--- config.mk ---
export PLATFORM = sky130hd
export DESIGN_NAME = rr_selector
export DESIGN_NICKNAME = d
export VERILOG_FILES = /design/src/rtl/rr_selector_pkg.sv /design/src/rtl/rr_selector_pick.sv /design/src/rtl/rr_selector.sv
export SDC_FILE = /design/constraint.sdc
export NUM_CORES = 1
export LEC_CHECK = 0
export CAP_MARGIN = 0
export CORE_UTILIZATION = 35
export CTS_BUF_LIST = sky130_fd_sc_hd__clkbuf_8 sky130_fd_sc_hd__clkbuf_16
export DETAILED_ROUTE_END_ITERATION = 10
export GPL_TIMING_DRIVEN = 0
export PLACE_DENSITY = 0.83
export SLEW_MARGIN = 15
export SYNTH_ARGS = -nofsm -noshare
export SYNTH_HDL_FRONTEND = slang
export SYNTH_SLANG_ARGS = --single-unit
--- constraint.sdc ---
create_clock -name clk -period 2.9 [get_ports clk]
set_input_delay 0.58 -clock clk [delete_from_list [all_inputs] [get_ports clk]]
set_output_delay 0.58 -clock clk [all_outputs]
set_load 0.05 [all_outputs]
--- src/rtl/rr_selector_pkg.sv ---
// Shared constants for the round-robin selector: polarity/mode tokens and the
// pointer wrap helper used by the top.
`ifndef Enable
`define Enable 1'b1
`endif
`ifndef Disable
`define Disable 1'b0
`endif
`ifndef High
`define High 1'b1
`endif
`ifndef Low
`define Low 1'b0
`endif

package rr_selector_pkg;

    localparam bit RR_ENABLE  = 1'b1;
    localparam bit RR_DISABLE = 1'b0;
    localparam bit ACT_HIGH   = 1'b1;
    localparam bit ACT_LOW    = 1'b0;

    // Pointer advances past the winner, wrapping at the last channel.
    function automatic int wrap_inc(input int w, input int n);
        return (w == n - 1) ? 0 : w + 1;
    endfunction

endpackage

--- src/rtl/rr_selector_pick.sv ---
// Combinational rotating-priority pick: lowest active index >= ptr, else the
// lowest active index overall.
module rr_pick #(
    parameter int IN    = 8,
    parameter int IDX_W = (IN > 1) ? $clog2(IN) : 1
) (
    input  logic [IN-1:0]    req,
    input  logic [IDX_W-1:0] ptr,
    output logic             found,
    output logic [IDX_W-1:0] idx,
    output logic [IN-1:0]    onehot
);

    logic [IN-1:0] mask_req;
    logic [IN-1:0] sel;

    always_comb begin
        mask_req = '0;
        for (int i = 0; i < IN; i++) begin
            mask_req[i] = req[i] && (i >= int'(ptr));
        end
        sel = (|mask_req) ? mask_req : req;

        // Scan high to low so the lowest set bit is the last one written.
        idx    = '0;
        onehot = '0;
        for (int i = IN - 1; i >= 0; i--) begin
            if (sel[i]) begin
                idx       = IDX_W'(i);
                onehot    = '0;
                onehot[i] = 1'b1;
            end
        end
        found = |req;
    end

endmodule

--- src/rtl/rr_selector.sv ---
// Registered priority/round-robin selector with valid/ready output and a
// combinational acknowledge to the winning requester.
module rr_selector
    import rr_selector_pkg::*;
#(
    parameter int DATA  = 8,
    parameter int IN    = 8,
    parameter bit ACT   = `High,
    parameter bit RR    = `Enable,
    parameter int IDX_W = (IN > 1) ? $clog2(IN) : 1
) (
    input  logic                     clk,
    input  logic                     reset_,
    input  logic [IN-1:0]            req,
    input  logic [IN-1:0][DATA-1:0]  in,
    output logic [IN-1:0]            ack,
    output logic                     out_valid,
    input  logic                     out_ready,
    output logic [DATA-1:0]          out,
    output logic [IDX_W-1:0]         out_idx,
    output logic [IN-1:0]            out_pos
);

    logic [IN-1:0]    req_hi;
    logic [IN-1:0]    ack_hi;
    logic             load;
    logic             capture;
    logic             found;
    logic [IDX_W-1:0] win_idx;
    logic [IN-1:0]    win_oh;
    logic [IDX_W-1:0] pick_ptr;

    logic [IDX_W-1:0] ptr_d, ptr_q;
    logic             out_valid_d, out_valid_q;
    logic [DATA-1:0]  out_d, out_q;
    logic [IDX_W-1:0] out_idx_d, out_idx_q;
    logic [IN-1:0]    out_pos_d, out_pos_q;

    assign req_hi   = ACT ? req : ~req;
    assign pick_ptr = RR ? ptr_q : '0;

    rr_pick #(
        .IN    (IN),
        .IDX_W (IDX_W)
    ) u_pick (
        .req    (req_hi),
        .ptr    (pick_ptr),
        .found  (found),
        .idx    (win_idx),
        .onehot (win_oh)
    );

    assign load    = !out_valid_q || out_ready;
    assign capture = load && found;

    // Gate with reset so no requester believes it was served during reset.
    assign ack_hi = (reset_ && capture) ? win_oh : '0;
    assign ack    = ACT ? ack_hi : ~ack_hi;

    always_comb begin
        ptr_d       = ptr_q;
        out_valid_d = out_valid_q;
        out_d       = out_q;
        out_idx_d   = out_idx_q;
        out_pos_d   = out_pos_q;
        if (capture) begin
            out_valid_d = 1'b1;
            out_d       = in[win_idx];
            out_idx_d   = win_idx;
            out_pos_d   = win_oh;
            if (RR && IN > 1) begin
                ptr_d = IDX_W'(wrap_inc(int'(win_idx), IN));
            end
        end else if (load) begin
            out_valid_d = 1'b0;
        end
    end

    always_ff @(posedge clk or negedge reset_) begin
        if (!reset_) begin
            ptr_q       <= '0;
            out_valid_q <= 1'b0;
            out_q       <= '0;
            out_idx_q   <= '0;
            out_pos_q   <= '0;
        end else begin
            ptr_q       <= ptr_d;
            out_valid_q <= out_valid_d;
            out_q       <= out_d;
            out_idx_q   <= out_idx_d;
            out_pos_q   <= out_pos_d;
        end
    end

    assign out_valid = out_valid_q;
    assign out       = out_q;
    assign out_idx   = out_idx_q;
    assign out_pos   = out_pos_q;

endmodule
Word-level counts from Yosys, hierarchy flattened
Cells that the tools add are included.
- divide/modulo/power cells: 0
- equal/unequal tests: 1
- order comparisons: 8
- bitwise gates (word level): 0
- reductions and logical operators: 14
- mux-type cells: 23
- shift operators: 0
- $add $sub $neg: 1
- multiply operators: 0
- operators by type and width (cell ; number):
    8-bit two-way mux ; 10
    3-bit two-way mux ; 9
    8-bit binary-select mux with 3-bit select ; 1
    8-bit OR reduction ; 2
    3-bit greater-or-equal comparator, first input constant ; 3
    1-bit logical AND ; 9
    7-bit two-way mux ; 1
    1-bit by 3-bit greater-or-equal comparator with 1-bit output, first input constant ; 2
    2-bit by 3-bit greater-or-equal comparator with 1-bit output, first input constant ; 2
    3-bit by 4-bit less-than comparator with 1-bit output, second input constant ; 1
    3-bit by 1-bit adder with 3-bit output, second input constant ; 1
    3-bit by 1-bit == test with 1-bit output, second input constant ; 1
    1-bit two-way mux ; 2
    2-bit nonzero test ; 1
    1-bit logical NOT ; 1
    1-bit logical OR ; 1
- memories kept: 0
- bits in latches: 0
- register bits after elaboration: 23
- RAM bits: 0
- logic and storage cells: 52
- memory bits (read-only): 0

Depth between registers and ports, before layout
- depth in word-level cells: 13
- depth in mapped cells: 13
- mapped depth without buffers: 10

Modules after synthesis
Synthesis repeated with hierarchy kept, for this count alone.
- cells, all modules: 197
- area total of the unflattened synthesis: 1903.1 um^2
- modules (own cells, without submodules) (module ; area each (um^2) ; instances ; sequential area each (um^2) ; cells each):
    rr_selector ; 1497.7 ; 1 ; 575.6 ; 135
    rr_pick ; 405.4 ; 1 ; 0.0 ; 62

Least setup slack after synthesis
OpenSTA, ideal clock, no wires.
- path type: input -> output
- from: input port req[4]
- to: output port ack[3]
- stages: 6
- arrival: 3104 ps
- data required time: 2320 ps
- buffers on the path: 0
- setup slack: -784 ps
- cell sequence: nor2b_2 -> o2bb2ai_1 -> o221a_4 -> a22oi_2 -> nand2_1 -> nor4_1
- longest elaborated chain between the ends: 11
- elaborated cells on any way between the ends: 14
- classes of those cells: 9 x mux; 5 x reduce/logical
- ends and longest elaborated chain (item ; line ; source):
    start, declared ; rr_selector.sv:14 ; input logic [IN-1:0] req,
    1-bit logical AND ; rr_selector_pick.sv:20 ; mask_req[i] = req[i] && (i >= int'(ptr));
    8-bit OR reduction ; rr_selector_pick.sv:22 ; sel = (|mask_req) ? mask_req : req;
    7-bit two-way mux ; rr_selector_pick.sv:22 ;
    8-bit two-way mux (7 in a row) ; rr_selector_pick.sv:28 ; if (sel[i]) begin
    8-bit two-way mux (*) ; rr_selector.sv:57 ; assign ack_hi = (reset_ && capture) ? win_oh : '0;
    end, declared ; rr_selector.sv:16 ; output logic [IN-1:0] ack,
Mark *: on every way between the ends. The rest lies on a longest branch, timed or not.

Worst setup path after layout
- from: register ptr_q[1], in the netlist pick_ptr[1]
- to: output port ack[6]
- longest elaborated chain between the ends: 12
- elaborated cells on any way between the ends: 24
- classes of those cells: 7 x order compare; 9 x mux; 8 x reduce/logical
- ends and longest elaborated chain (item ; line ; source):
    start, declared ; rr_selector.sv:33 ; logic [IDX_W-1:0] ptr_d, ptr_q;
    start signal, assigned ; rr_selector.sv:87 ; ptr_q <= ptr_d;
    1-bit by 3-bit greater-or-equal comparator with 1-bit output (tied with other cells) ; rr_selector_pick.sv:20 ;
    1-bit logical AND ; rr_selector_pick.sv:20 ;
    8-bit OR reduction ; rr_selector_pick.sv:22 ;
    7-bit two-way mux (*) ; rr_selector_pick.sv:22 ;
    8-bit two-way mux (6 in a row) ; rr_selector_pick.sv:28 ;
    8-bit two-way mux (*) ; rr_selector_pick.sv:28 ;
    8-bit two-way mux (*) ; rr_selector.sv:57 ;
Marks and branches as above.

==> results.md <==
- Setup WS post-layout: -0.105 ns
- Post-Syn Area: 1950 um^2
- Initial antenna violation count: 0
- RSZ-0062 raised after global routing: yes
- Die area: 5870 um^2
- Total CTS buffers: 3
- Final wirelength: 7260 um
- Hold_buf cts: 0
- Critical Path Source Type: flip-flop
- Final setup vio count: 6
- Commonest non-fill, non-tap cell in the layout: clkdlybuf4s50_1
- GR Overflow Total: 0
- CTS tree: built
- Initial core utilization: 37.2%
- Max Root-Sink Buffers: 2
- Slew headroom: 54.9%
- Final setup TNS: -0.438 ns
- Run status: complete, but fails checks
- Critical path's most frequent cell: buf_6
- Placed Instances: 399
- DRT iter0 DRCs: 152
- Worst-path maximum fanout: 5
- Max stage delay on crit path: 0.46 ns
- PD cells: 953 nW/um^2
- Average wire per standard cell: 17.2 um
- CTS H-tree depth: 1
- Peak supply drop: 0.583 mV
- Failing checks: setup timing
- Core Footprint: 5240 um^2
- First-pass GRT wire length: 10,800 um
- Via density: 5.44
- Clk_skew: 0.00145 ns
- I/O Buffers: 101
- Layout cell share with drive strength beyond 1: 26.6%
- ANT nets after route: 0
- Max Fclk: 333 MHz
- Total Routing Usage GR: 23.3%
- Overall die width: 76.6 um
- Syn Inst Count: 228
- Worst-path cell chain: buf_6, nor2b_4, o2bb2ai_2, o221a_4, a22oi_2, nand4_4, or2_4, nor3_4, buf_6
- Layout Nets: 431
- Hold Fails Final Rpt: 0
- Placer congestion estimate: 0.929
- Kind of critical path: reg -> out
- Clock tree root buffer cell: clkbuf_8
- Pre-antenna DRT Iters: 4
- Clock sinks: 23
- Critical Path AT: 2.42 ns
- Final period utilization: 104%
- Crit. End Element: primary output
- Slew @ Worst Pin: 0.677 ns
- Area grow syn2layout: 80.7%
- Ys Warns: 0
- Pleak: 1.55 nW
- IO Count: 103
- Maxcap violations: 0
- Slowest cell on crit path: dfrtp_2
- CP required: 2.32 ns
- Register area share after synthesis: 29.5%
- Max-slew violation count: 0
- Commonest non-fill, non-tap cells in the layout: 85 x clkdlybuf4s50_1, 30 x mux2i_1, 29 x nand2_1
- Syn Area/Cell: 8.55 um^2
- Unique masters post-synth: 54
- Final non-filler cell total: 423
- HP Class: in -> async
- Minimum period implied by the final worst setup slack: 3.00 ns
- ANT cells: 0
- Die height: 76.6 um
- Clock transition at path regs: 0.09 ns
- Vias in the first global route: 2,253
- Site row count: 26
- Post-DP HPWL: 4800 um
- Synthesized net count: 305
- DRC Markers: 0
- Pre-CTS WS: -1.36 ns
- Later-pin clock latency in the skew report: 0.27 ns
- DR vias: 2,300
- Largest net degree at the start of global routing: 26
- Seq cells post-synth: 23
path summary, 6_finish.rpt:
| check | endpoint | depth (start not counted) | start | slack [ns] |
|---|---|---|---|---|
| max | ack[6] | 9 | pick_ptr[1]$_DFFE_PN0P_ | -0.10 |
| min | out_pos[4]$_DFFE_PN0P_ | 1 | reset_ | 0.43 |
| max reg2reg | out[1]$_DFFE_PN0P_ | 12 | pick_ptr[1]$_DFFE_PN0P_ | -0.05 |
| min reg2reg | out_idx[2]$_DFFE_PN0P_ | 2 | out_idx[2]$_DFFE_PN0P_ | 0.48 |
| max in group asynchronous | pick_ptr[1]$_DFFE_PN0P_ | 1 | reset_ | 1.99 |
| min in group clk | out_idx[2]$_DFFE_PN0P_ | 2 | out_idx[2]$_DFFE_PN0P_ | 0.48 |
stage by stage:
| stage | power [mW] | area [um^2] | util, % | hold WS (ns) |
|---|---|---|---|---|
| after floorplan | 1.95 | 1980 | - | 0.284 |
| after global placement | 2.49 | 3080 | 58.8 | 0.461 |
| after detailed placement | 2.52 | 3080 | 58.8 | 0.464 |
| after CTS | 2.92 | 3300 | 63.1 | 0.441 |
| after global routing | 3.52 | 3520 | 67.2 | 0.474 |
| final | 3.36 | 3520 | 67.2 | 0.430 |
flip-flops by register name, summed over array words and instances, names as in the netlist:
signal / count
out: 8
out_pos: 8
out_idx: 3
pick_ptr: 3
out_valid: 1
final cells by class:
class                      count  area (um^2)
buffer                        13          148
inverter                       4         15.0
timing repair buffer         124         1230
multi-input combinational    185         1410
sequential                    23          578
fill                         414         1720
tap                           70         87.6
clock buffer                   3         41.3
clock inverter                 1         5.00
cell families (layout without fill, tap and decap cells):
kind of cell | count (synthesis) | count (layout) | share of synthesized area (%)
compound gates | 58 | 58 | 20.7
fa+ha+maj | 2 | 2 | 1.28
buf+inv | 20 | 145 | 7.64
flops | 23 | 23 | 29.5
mux | 33 | 33 | 17.0
simple gates | 92 | 92 | 23.9
routing by layer:
metal  vias to the layer above  part of all wire, %  track usage (%)
met1                      1076                   40             30.0
met5                         -                    0                0
met4                         0                  2.3             7.88
met3                        20                  7.7             3.83
li1                       1079                    -                -
met2                       125                   50             39.4
critical path, delay by kind of cell (launching register included):
kind            cells  cell delay, ns
simple gates        4            0.70
compound gates      3            0.66
flops               1            0.46
buf+inv             2            0.34
power by group:
| group | switching, mW | internal (mW) |
|---|---|---|
| clock | 0.110 | 0.0962 |
| sequential | 0.0859 | 0.451 |
| combinational | 1.38 | 1.23 |
synthesized netlist by cell type, drive strengths merged:
cell type | number | area, um^2
a2111oi | 1 | 10.0
ha | 2 | 25.0
or4b | 1 | 10.0
a21oi | 5 | 32.5
or4 | 1 | 7.51
a21o | 2 | 15.0
nand3 | 1 | 5.00
o21a | 1 | 7.51
nand4 | 1 | 12.5
nor4 | 1 | 6.26
nor2 | 18 | 67.6
buf | 11 | 111
nand3b | 1 | 7.51
and2b | 2 | 16.3
nand2 | 33 | 129
o21ai | 23 | 123
nor3 | 7 | 35.0
o22a | 1 | 8.76
o221a | 2 | 31.3
o311ai | 1 | 8.76
a2bb2oi | 1 | 8.76
nor3b | 1 | 7.51
or2 | 1 | 6.26
o221ai | 1 | 8.76
inv | 4 | 15.0
o31ai | 4 | 30.0
nor2b | 3 | 21.3
a22o | 1 | 8.76
nand2b | 3 | 18.8
and2 | 6 | 40.0
a22oi | 2 | 20.0
dfrtp | 23 | 576
o22ai | 9 | 56.3
o2bb2ai | 2 | 17.5
mux2 | 1 | 11.3
mux2i | 32 | 320
or3 | 12 | 75.1
a31oi | 1 | 6.26
a221o | 1 | 10.0
clkbuf | 5 | 22.5
what timing repair did:
item | in CTS | in global routing
buffers inserted | 15 | 4
endpoints found under the setup margin | 19 | 18
pin swaps | 9 | 7
gates resized for setup | 91 | 29
gates cloned | 0 | 4
(Power assumes the default switching activity.)
==> RTL change, RTL diff (same settings) <==
Make the reset (`reset_`) synchronous in one clocked block.
--- a/src/rtl/rr_selector.sv
+++ b/src/rtl/rr_selector.sv
@@ -77,5 +77,5 @@
     end
 
-    always_ff @(posedge clk or negedge reset_) begin
+    always_ff @(posedge clk) begin
         if (!reset_) begin
             ptr_q       <= '0;
Formal check against the unedited RTL: differs if reset_ is asserted again (counterexample within 4 cycles, from zero or initial values and one cycle with reset_ low); with reset_ held inactive, the same outputs for 10 cycles.
==> RTL change against the unedited design <==
  * The flow still finishes with violations (negative setup slack)
  * Count of clock-buffer cells in the layout unchanged
  * Sequential cell count unchanged
  * First-iteration DRC count down 20%
  * Area after synthesis down 4.0%
  * Worst setup slack better by 0.074 ns
  * Cell area up 3.4%
  * Register-to-register slack better by 0.09 ns
  * Power down 11%
  * Routed wire length down 0.51%
  * Critical endpoint is now ack[5]
==> RTL change: results <==
group,metric,value,unit
outcome,run_status,"finished with violations",
outcome,violations,"negative setup slack",
synth,netlist_top_cells_count,"38 x mux2i_1, 23 x dfxtp_1, 20 x nor2_1",
final_layout,n_sequential_cell,23,
worst_setup_path,reg2reg_slack,0.04,ns
final_layout,drive_gt1_share,28.37,%
synth,synth_area_leaders,"dfxtp_1 25%, mux2i_1 20%, a221o_1 4.3%, nor2_1 4.0%, and3_1 3.0%",
synth,ys_async_sr_fraction,0,%
timing,finalSetupTns,-0.05291,ns
final_layout,inv_count,8,
synth,synthCells,227,
final_layout,num-nonclk-buffers,139,
power,power_density,822.0,nW/um^2
synth,yosysSeqAreaShare,24.60,%
timing,hold-worst-slack,0.4594,ns
placed_design,io_buffers,102,
floorplan,die_area,5645,sq um
hold_path,hold_class,"flip-flop to flip-flop",
worst_setup_path,critical-path-top-delay-family,"compound AO/OA/AOI/OAI gates",
worst_setup_path,cp-endpoint,"ack[5]",
timing,setup_viol,2,
final_layout,fill_cells,430,
placed_design,pre_cts_ws,-1.370,ns
final_layout,syn_to_final_growth,94.59,%
power,combPwrFrac,77.0,%
placed_design,hpwlAfterDp,4.798,mm
power,p_leak,1.625,nW
global_routing,grt_use_met1,27.14,%
route,m1WireLength,2.793,mm
timing,fin_ws,-0.03093,ns
route,wl_met3,534,microns
final_layout,clock_area_share,1.271,%
final_layout,multi_input_area,1600,sq um
final_layout,nMultiInputCombCells,182,
route,drtIter0Drc,122,
global_routing,grt_max_degree,14,
timing,finClkSkew,0.003552,ns
power,vdd_drop_max,0.5042,mV
global_routing,grt_pass1_vias,2150,
power,internal_power,1.634,mW
worst_setup_path,r2r-end,"out[1]",
[RTL change: changes by cell type after synthesis, sizes merged, moves of 5 or more]
| cell | unedited run | this run |
|---|---|---|
| dfrtp | 23 | 0 |
| a21o | 2 | 7 |
| dfxtp | 0 | 23 |
| a21boi | 0 | 5 |
| nand2 | 33 | 13 |
| and3 | 0 | 9 |
| o21ai | 23 | 9 |
| or3 | 12 | 1 |
| mux2i | 32 | 38 |
| a221o | 1 | 8 |
[RTL change: logic make-up (layout without fill, tap and decap cells)]
group / Yosys count / count (layout) / share of synthesized area [%]
simple gates: 71 / 71 / 19.18
compound gates: 70 / 70 / 28.14
mux: 39 / 39 / 20.92
flops: 23 / 23 / 24.60
buf+inv: 22 / 151 / 5.816
fa+ha+maj: 2 / 2 / 1.337
[RTL change: timing repair]
item | in CTS | in global routing
buffers inserted | 12 | 9
pin swaps | 19 | 21
gates cloned | 1 | 1
resized for setup | 104 | 63
setup endpoints to repair | 23 | 22
